===== src/rtl/cla_add_pipe.sv =====
// Two-stage pipelined carry-lookahead adder/subtractor with valid/ready on both sides.
// Stage A registers the bit-level g/p and the 4-bit group G/P. Stage B resolves every
// group carry-in with a second lookahead level, then every bit carry within each group.
// Stage B is the output register.
// Ports:
//   clk, rst                     clock, synchronous active-high reset
//   in_valid/in_ready            operand handshake
//   in_a, in_b, in_cin, in_sub   operands; in_sub=1 gives a-b and ignores in_cin
//   out_valid/out_ready          result handshake
//   out_sum, out_cout, out_ovf   result, carry out of the MSB, signed overflow
//   out_gout, out_pout           whole-word generate/propagate for a further lookahead level
module cla_add_pipe #(
  parameter int unsigned WIDTH = 32
) (
  input  logic             clk,
  input  logic             rst,
  input  logic             in_valid,
  output logic             in_ready,
  input  logic [WIDTH-1:0] in_a,
  input  logic [WIDTH-1:0] in_b,
  input  logic             in_cin,
  input  logic             in_sub,
  output logic             out_valid,
  input  logic             out_ready,
  output logic [WIDTH-1:0] out_sum,
  output logic             out_cout,
  output logic             out_ovf,
  output logic             out_gout,
  output logic             out_pout
);

  localparam int unsigned NG = WIDTH / 4;

  generate
    if ((WIDTH < 4) || (WIDTH > 64) || ((WIDTH % 4) != 0)) begin : g_bad_width
      $error("cla_add_pipe: WIDTH must be a multiple of 4 in the range 4..64");
    end
  endgenerate

  // AND of group propagates over groups lo..hi; an empty range yields 1.
  function automatic logic span(input logic [NG-1:0] pv, input int lo, input int hi);
    logic [NG-1:0] m;
    for (int i = 0; i < int'(NG); i++) begin
      m[i] = ((i >= lo) && (i <= hi)) ? pv[i] : 1'b1;
    end
    return &m;
  endfunction

  // Handshake
  logic a_valid;
  logic ready_a;
  logic ready_b;

  assign ready_b  = !out_valid || out_ready;
  assign ready_a  = !a_valid || ready_b;
  assign in_ready = ready_a && !rst;

  // Stage A combinational: operand conditioning, bit and group generate/propagate
  logic [WIDTH-1:0] bx;
  logic [WIDTH-1:0] g_n;
  logic [WIDTH-1:0] p_n;
  logic [NG-1:0]    gg_n;
  logic [NG-1:0]    gp_n;
  logic             c0_n;

  always_comb begin
    bx   = in_sub ? ~in_b : in_b;
    c0_n = in_sub | in_cin;
    g_n  = in_a & bx;
    p_n  = in_a ^ bx;
    gg_n = '0;
    gp_n = '0;
    for (int k = 0; k < int'(NG); k++) begin
      gg_n[k] = g_n[4*k+3]
              | (p_n[4*k+3] & g_n[4*k+2])
              | (p_n[4*k+3] & p_n[4*k+2] & g_n[4*k+1])
              | (p_n[4*k+3] & p_n[4*k+2] & p_n[4*k+1] & g_n[4*k]);
      gp_n[k] = &p_n[4*k +: 4];
    end
  end

  // Stage A registers
  logic [WIDTH-1:0] a_g;
  logic [WIDTH-1:0] a_p;
  logic [NG-1:0]    a_gg;
  logic [NG-1:0]    a_gp;
  logic             a_c0;

  // Stage B combinational: group carries, bit carries, sum and flags
  logic [NG-1:0]    cg;
  logic [WIDTH-1:0] c;
  logic [WIDTH-1:0] sum_n;
  logic             gout_n;
  logic             pout_n;
  logic             cout_n;
  logic             ovf_n;

  always_comb begin
    cg = '0;
    c  = '0;
    // Each group carry-in is a flat sum of products over lower groups' G/P and c0.
    for (int k = 0; k < int'(NG); k++) begin
      cg[k] = a_c0 & span(a_gp, 0, k - 1);
      for (int j = 0; j < k; j++) begin
        cg[k] = cg[k] | (a_gg[j] & span(a_gp, j + 1, k - 1));
      end
    end
    for (int k = 0; k < int'(NG); k++) begin
      c[4*k]   = cg[k];
      c[4*k+1] = a_g[4*k] | (a_p[4*k] & cg[k]);
      c[4*k+2] = a_g[4*k+1]
               | (a_p[4*k+1] & a_g[4*k])
               | (a_p[4*k+1] & a_p[4*k] & cg[k]);
      c[4*k+3] = a_g[4*k+2]
               | (a_p[4*k+2] & a_g[4*k+1])
               | (a_p[4*k+2] & a_p[4*k+1] & a_g[4*k])
               | (a_p[4*k+2] & a_p[4*k+1] & a_p[4*k] & cg[k]);
    end
    sum_n  = a_p ^ c;
    gout_n = 1'b0;
    for (int j = 0; j < int'(NG); j++) begin
      gout_n = gout_n | (a_gg[j] & span(a_gp, j + 1, int'(NG) - 1));
    end
    pout_n = &a_p;
    cout_n = gout_n | (pout_n & a_c0);
    ovf_n  = c[WIDTH-1] ^ cout_n;
  end

  // Pipeline registers; data only loads on a valid beat so out_* hold across bubbles.
  always_ff @(posedge clk) begin
    if (rst) begin
      a_valid   <= 1'b0;
      a_g       <= '0;
      a_p       <= '0;
      a_gg      <= '0;
      a_gp      <= '0;
      a_c0      <= 1'b0;
      out_valid <= 1'b0;
      out_sum   <= '0;
      out_cout  <= 1'b0;
      out_ovf   <= 1'b0;
      out_gout  <= 1'b0;
      out_pout  <= 1'b0;
    end else begin
      if (ready_a) begin
        a_valid <= in_valid;
        if (in_valid) begin
          a_g  <= g_n;
          a_p  <= p_n;
          a_gg <= gg_n;
          a_gp <= gp_n;
          a_c0 <= c0_n;
        end
      end
      if (ready_b) begin
        out_valid <= a_valid;
        if (a_valid) begin
          out_sum  <= sum_n;
          out_cout <= cout_n;
          out_ovf  <= ovf_n;
          out_gout <= gout_n;
          out_pout <= pout_n;
        end
      end
    end
  end

endmodule


===== config.mk =====
export PLATFORM = sky130hd
export DESIGN_NAME = cla_add_pipe
export DESIGN_NICKNAME = d
export VERILOG_FILES = /design/src/rtl/cla_add_pipe.sv
export SDC_FILE = /design/constraint.sdc
export NUM_CORES = 1
export LEC_CHECK = 0
export CAP_MARGIN = 40
export CORE_MARGIN = 8
export CORE_UTILIZATION = 52
export CTS_CLUSTER_DIAMETER = 80
export DETAILED_ROUTE_END_ITERATION = 8
export PLACE_DENSITY = 0.91
export SLEW_MARGIN = 20
export SYNTH_ARGS = -nofsm -noshare
export SYNTH_HDL_FRONTEND = slang
export SYNTH_SLANG_ARGS = --single-unit
export TNS_END_PERCENT = 30

===== constraint.sdc =====
create_clock -name clk -period 2.6 [get_ports clk]
set_input_delay 0.52 -clock clk [delete_from_list [all_inputs] [get_ports clk]]
set_output_delay 0.52 -clock clk [all_outputs]
set_load 0.01 [all_outputs]

==> flow_summary.ini <==
[clock_network]
clk_pin_slew_ps = 110
cts_root_buf = clkbuf_8
cts.sinks = 111
post-cts-setup-buffers = 0
clockBufferDepth = 2
ctsResizeCount = 0
htreeDepth = 3
cts_made_buffers = 9
clk_latency_ps = 380
ctsHoldBuffers = 0
cts_tree = yes

[cells_and_area]
fin_cells = 944
drive_above_1_share_pct = 6.09
num-nets-final = 909
diodes = 0
area_growth_pct = 25.5

[setup_path]
worst_setup_path_end_kind = output pin
worst-setup-path-type = primary input to output pin
cp.required_ps = 2080
crit_start = out_ready
arrival_ps = 1860
reg2reg_to = out_sum[29]$_SDFFE_PP0P_
cp_max_fo = 6
reg2regPathDepth = 9
r2r_start = a_gg[1]$_SDFFE_PP0P_
crit_end = in_ready
reg2reg_slack_ps = 520
crit_path_start_kind = primary input

[yosys]
synth_area_um2 = 5670
yosys.area.top_type = dfxtp_1
synth_top_family_by_area = simple AND/OR/NAND/NOR gates
yosysWarnings = 0
synth_seq_area_share_pct = 39.2
synthCells = 711
synth_nets = 821
synthDistinctLibCells = 54
synth_compound_area_share_pct = 19.4
synthArstFlopShare_pct = 0
synth.ff_latch_count = 111
synth_enable_flop_cells = 0
synthMuxAreaShare_pct = 0
yosys.area_share.adder_pct = 8.82
postSynthAreaPerCell_um2 = 7.98
yosys.area_share.simple_pct = 22.3
yosys.area_share.xor_xnor_pct = 6.95
synth_flop_cell = dfxtp_1
synth_top_area_share_pct = 39.2
ys_top_cells_by_area = dfxtp_1 (39%), nand2_1 (11%), a21oi_1 (9.8%)

[run]
max_cap_violations = 0

[timing]
tightest_slew_ps = 663
fmax_ghz = 0.420
setup_violations = 0
fin_crit_ps = 2380
slew_violations = 0
hold_violations = 0
rsz0062_at_grt = no
max_slew_margin_pct = 55.8
tns_ps = 0
fin_ws_ps = 220
skew_ps = 19.8
finalCritPeriodShare_pct = 91.5

[placement]
dp.cells = 927
dp_hpwl_um = 11500
post-place-ws_ps = 213
gp_congestion = 0.885
portBuffers = 107

[status]
status = finished clean

[floorplan]
rows = 38
die_x_um = 120
die_area_um2 = 14500
io_pins = 108
core-area_um2 = 10700
die_y_um = 120
start_util_pct = 52.8

[grt]
track_usage_pct = 20.7
grt_pass1_vias = 5238
antenna_found_initial = 0
grt_max_degree = 68
grt_overflow_total = 0
grt_first_pass_wirelength_um = 25000

[route]
highest_layer = met4
wl_met3_um = 1280
dr_total_vias = 5456
first_pass_iters = 5
drtIter0Drc = 611
drt_wl_total_um = 15200
post_drt_wl_per_cell_um = 16.1
drc_errors = 0
ant_nets = 0
wl_met2_um = 7020
via_per_inst = 5.78
met1Wirelength_um = 6490

[power_and_ir_drop]
total_power_uw = 3820
p_leak_uw = 0.00279
pwr_density_cell_nw_per_um2 = 537
ir_worst_vdd_mv = 0.284

[worst_hold_path]
hold_path.class = primary input to flop
-- Yosys cell counts (3+ instances only) --
master and instances:
a21oi_1 111, o211ai_1 3, nand3_1 14, xnor2_1 12, clkbuf_1 35, ha_1 40
o311ai_1 3, nor3_1 9, buf_1 3, xor2_1 33, dfxtp_1 111, nor2b_1 13
buf_2 3, nor4b_1 5, nor2_1 43, and2_1 3, o21ai_0 17, inv_1 7
and3_1 5, nand2_1 167, a31oi_1 6, a21o_1 8, nand4_1 16
-- report_power, final --
| group | internal (uW) | switching (uW) |
|---|---|---|
| sequential | 1810 | 112 |
| combinational | 394 | 419 |
| clock | 488 | 603 |
-- layer usage --
layer,vias to the layer above,track usage [%]
met5,-,0
met4,0,8.20
met3,35,3.64
met2,255,32.6
met1,2538,27.7
li1,2628,-
-- critical path, stage by stage --
cell and delay [ps]:
clkdlybuf4s50_1 400, nor2b_1 330, a21oi_1 120, clkdlybuf4s50_1 490
-- registers in the layout (all words and copies together), names as in the netlist --
signal     cells
out_gout       1
a_c0           1
out_sum       32
out_pout       1
a_gg           8
out_valid      1
out_ovf        1
out_cout       1
a_gp           8
a_g           24
a_valid        1
a_p           32
-- worst min path at each step --
stage | start | end | slack [ps] | cells past startpoint
CTS | rst | out_sum[1]$_SDFFE_PP0P_ | 340 | 2
detailed placement | out_sum[29]$_SDFFE_PP0P_ | out_sum[29]$_SDFFE_PP0P_ | 440 | 2
finish | rst | out_sum[1]$_SDFFE_PP0P_ | 350 | 2
floorplan | a_g[10]$_SDFFE_PP0P_ | a_g[10]$_SDFFE_PP0P_ | 440 | 2
global placement | out_sum[17]$_SDFFE_PP0P_ | out_sum[17]$_SDFFE_PP0P_ | 440 | 2
global route | rst | out_valid$_SDFFE_PP0P_ | 340 | 2
-- logic make-up (layout without fill, tap and decap cells) --
| family | count (synthesis) | in the layout |
|---|---|---|
| simple gates | 287 | 287 |
| flops | 111 | 111 |
| buf+inv | 49 | 142 |
| fa+ha+maj | 40 | 40 |
| compound gates | 179 | 179 |
| xor+xnor | 45 | 45 |
-- final cells by class --
type / instances / area, um2
Clock buffer: 10 / 138
Multi-Input combinational cell: 551 / 3270
Sequential cell: 111 / 2220
Inverter: 7 / 26.3
Timing Repair Buffer: 119 / 1210
Fill cell: 877 / 3630
Clock inverter: 6 / 76.3
Tap cell: 140 / 175
-- per-stage QoR --
| stage | utilization [%] | hold WS (ps) | instance area [um2] |
|---|---|---|---|
| detailed placement | 64.1 | 443 | 6890 |
| global placement | 64.1 | 436 | 6890 |
| global route | 66.3 | 344 | 7120 |
| finish | 66.3 | 348 | 7120 |
| CTS | 66.1 | 336 | 7100 |
| floorplan | - | 436 | 5670 |
-- placed cells by master (no fill, tap or decap), types with 3 or more instances in the layout --
master | netlist | final
nand2_1 | 167 | 166
a21oi_1 | 111 | 111
dfxtp_1 | 111 | 111
clkdlybuf4s50_1 | 0 | 105
nor2_1 | 43 | 43
ha_1 | 40 | 40
xor2_1 | 33 | 33
o21ai_0 | 17 | 17
nand4_1 | 16 | 16
nand3_1 | 14 | 14
nor2b_1 | 13 | 12
xnor2_1 | 12 | 12
clkbuf_8 | 0 | 10
nor3_1 | 9 | 9
a21o_1 | 8 | 8
buf_4 | 0 | 8
inv_1 | 7 | 7
a31oi_1 | 6 | 6
and3_1 | 5 | 5
nor4b_1 | 5 | 5
buf_12 | 0 | 4
o311ai_1 | 3 | 3
o211ai_1 | 3 | 3
clkinv_4 | 0 | 3
No activity file was read; power rests on OpenSTA's default activity.
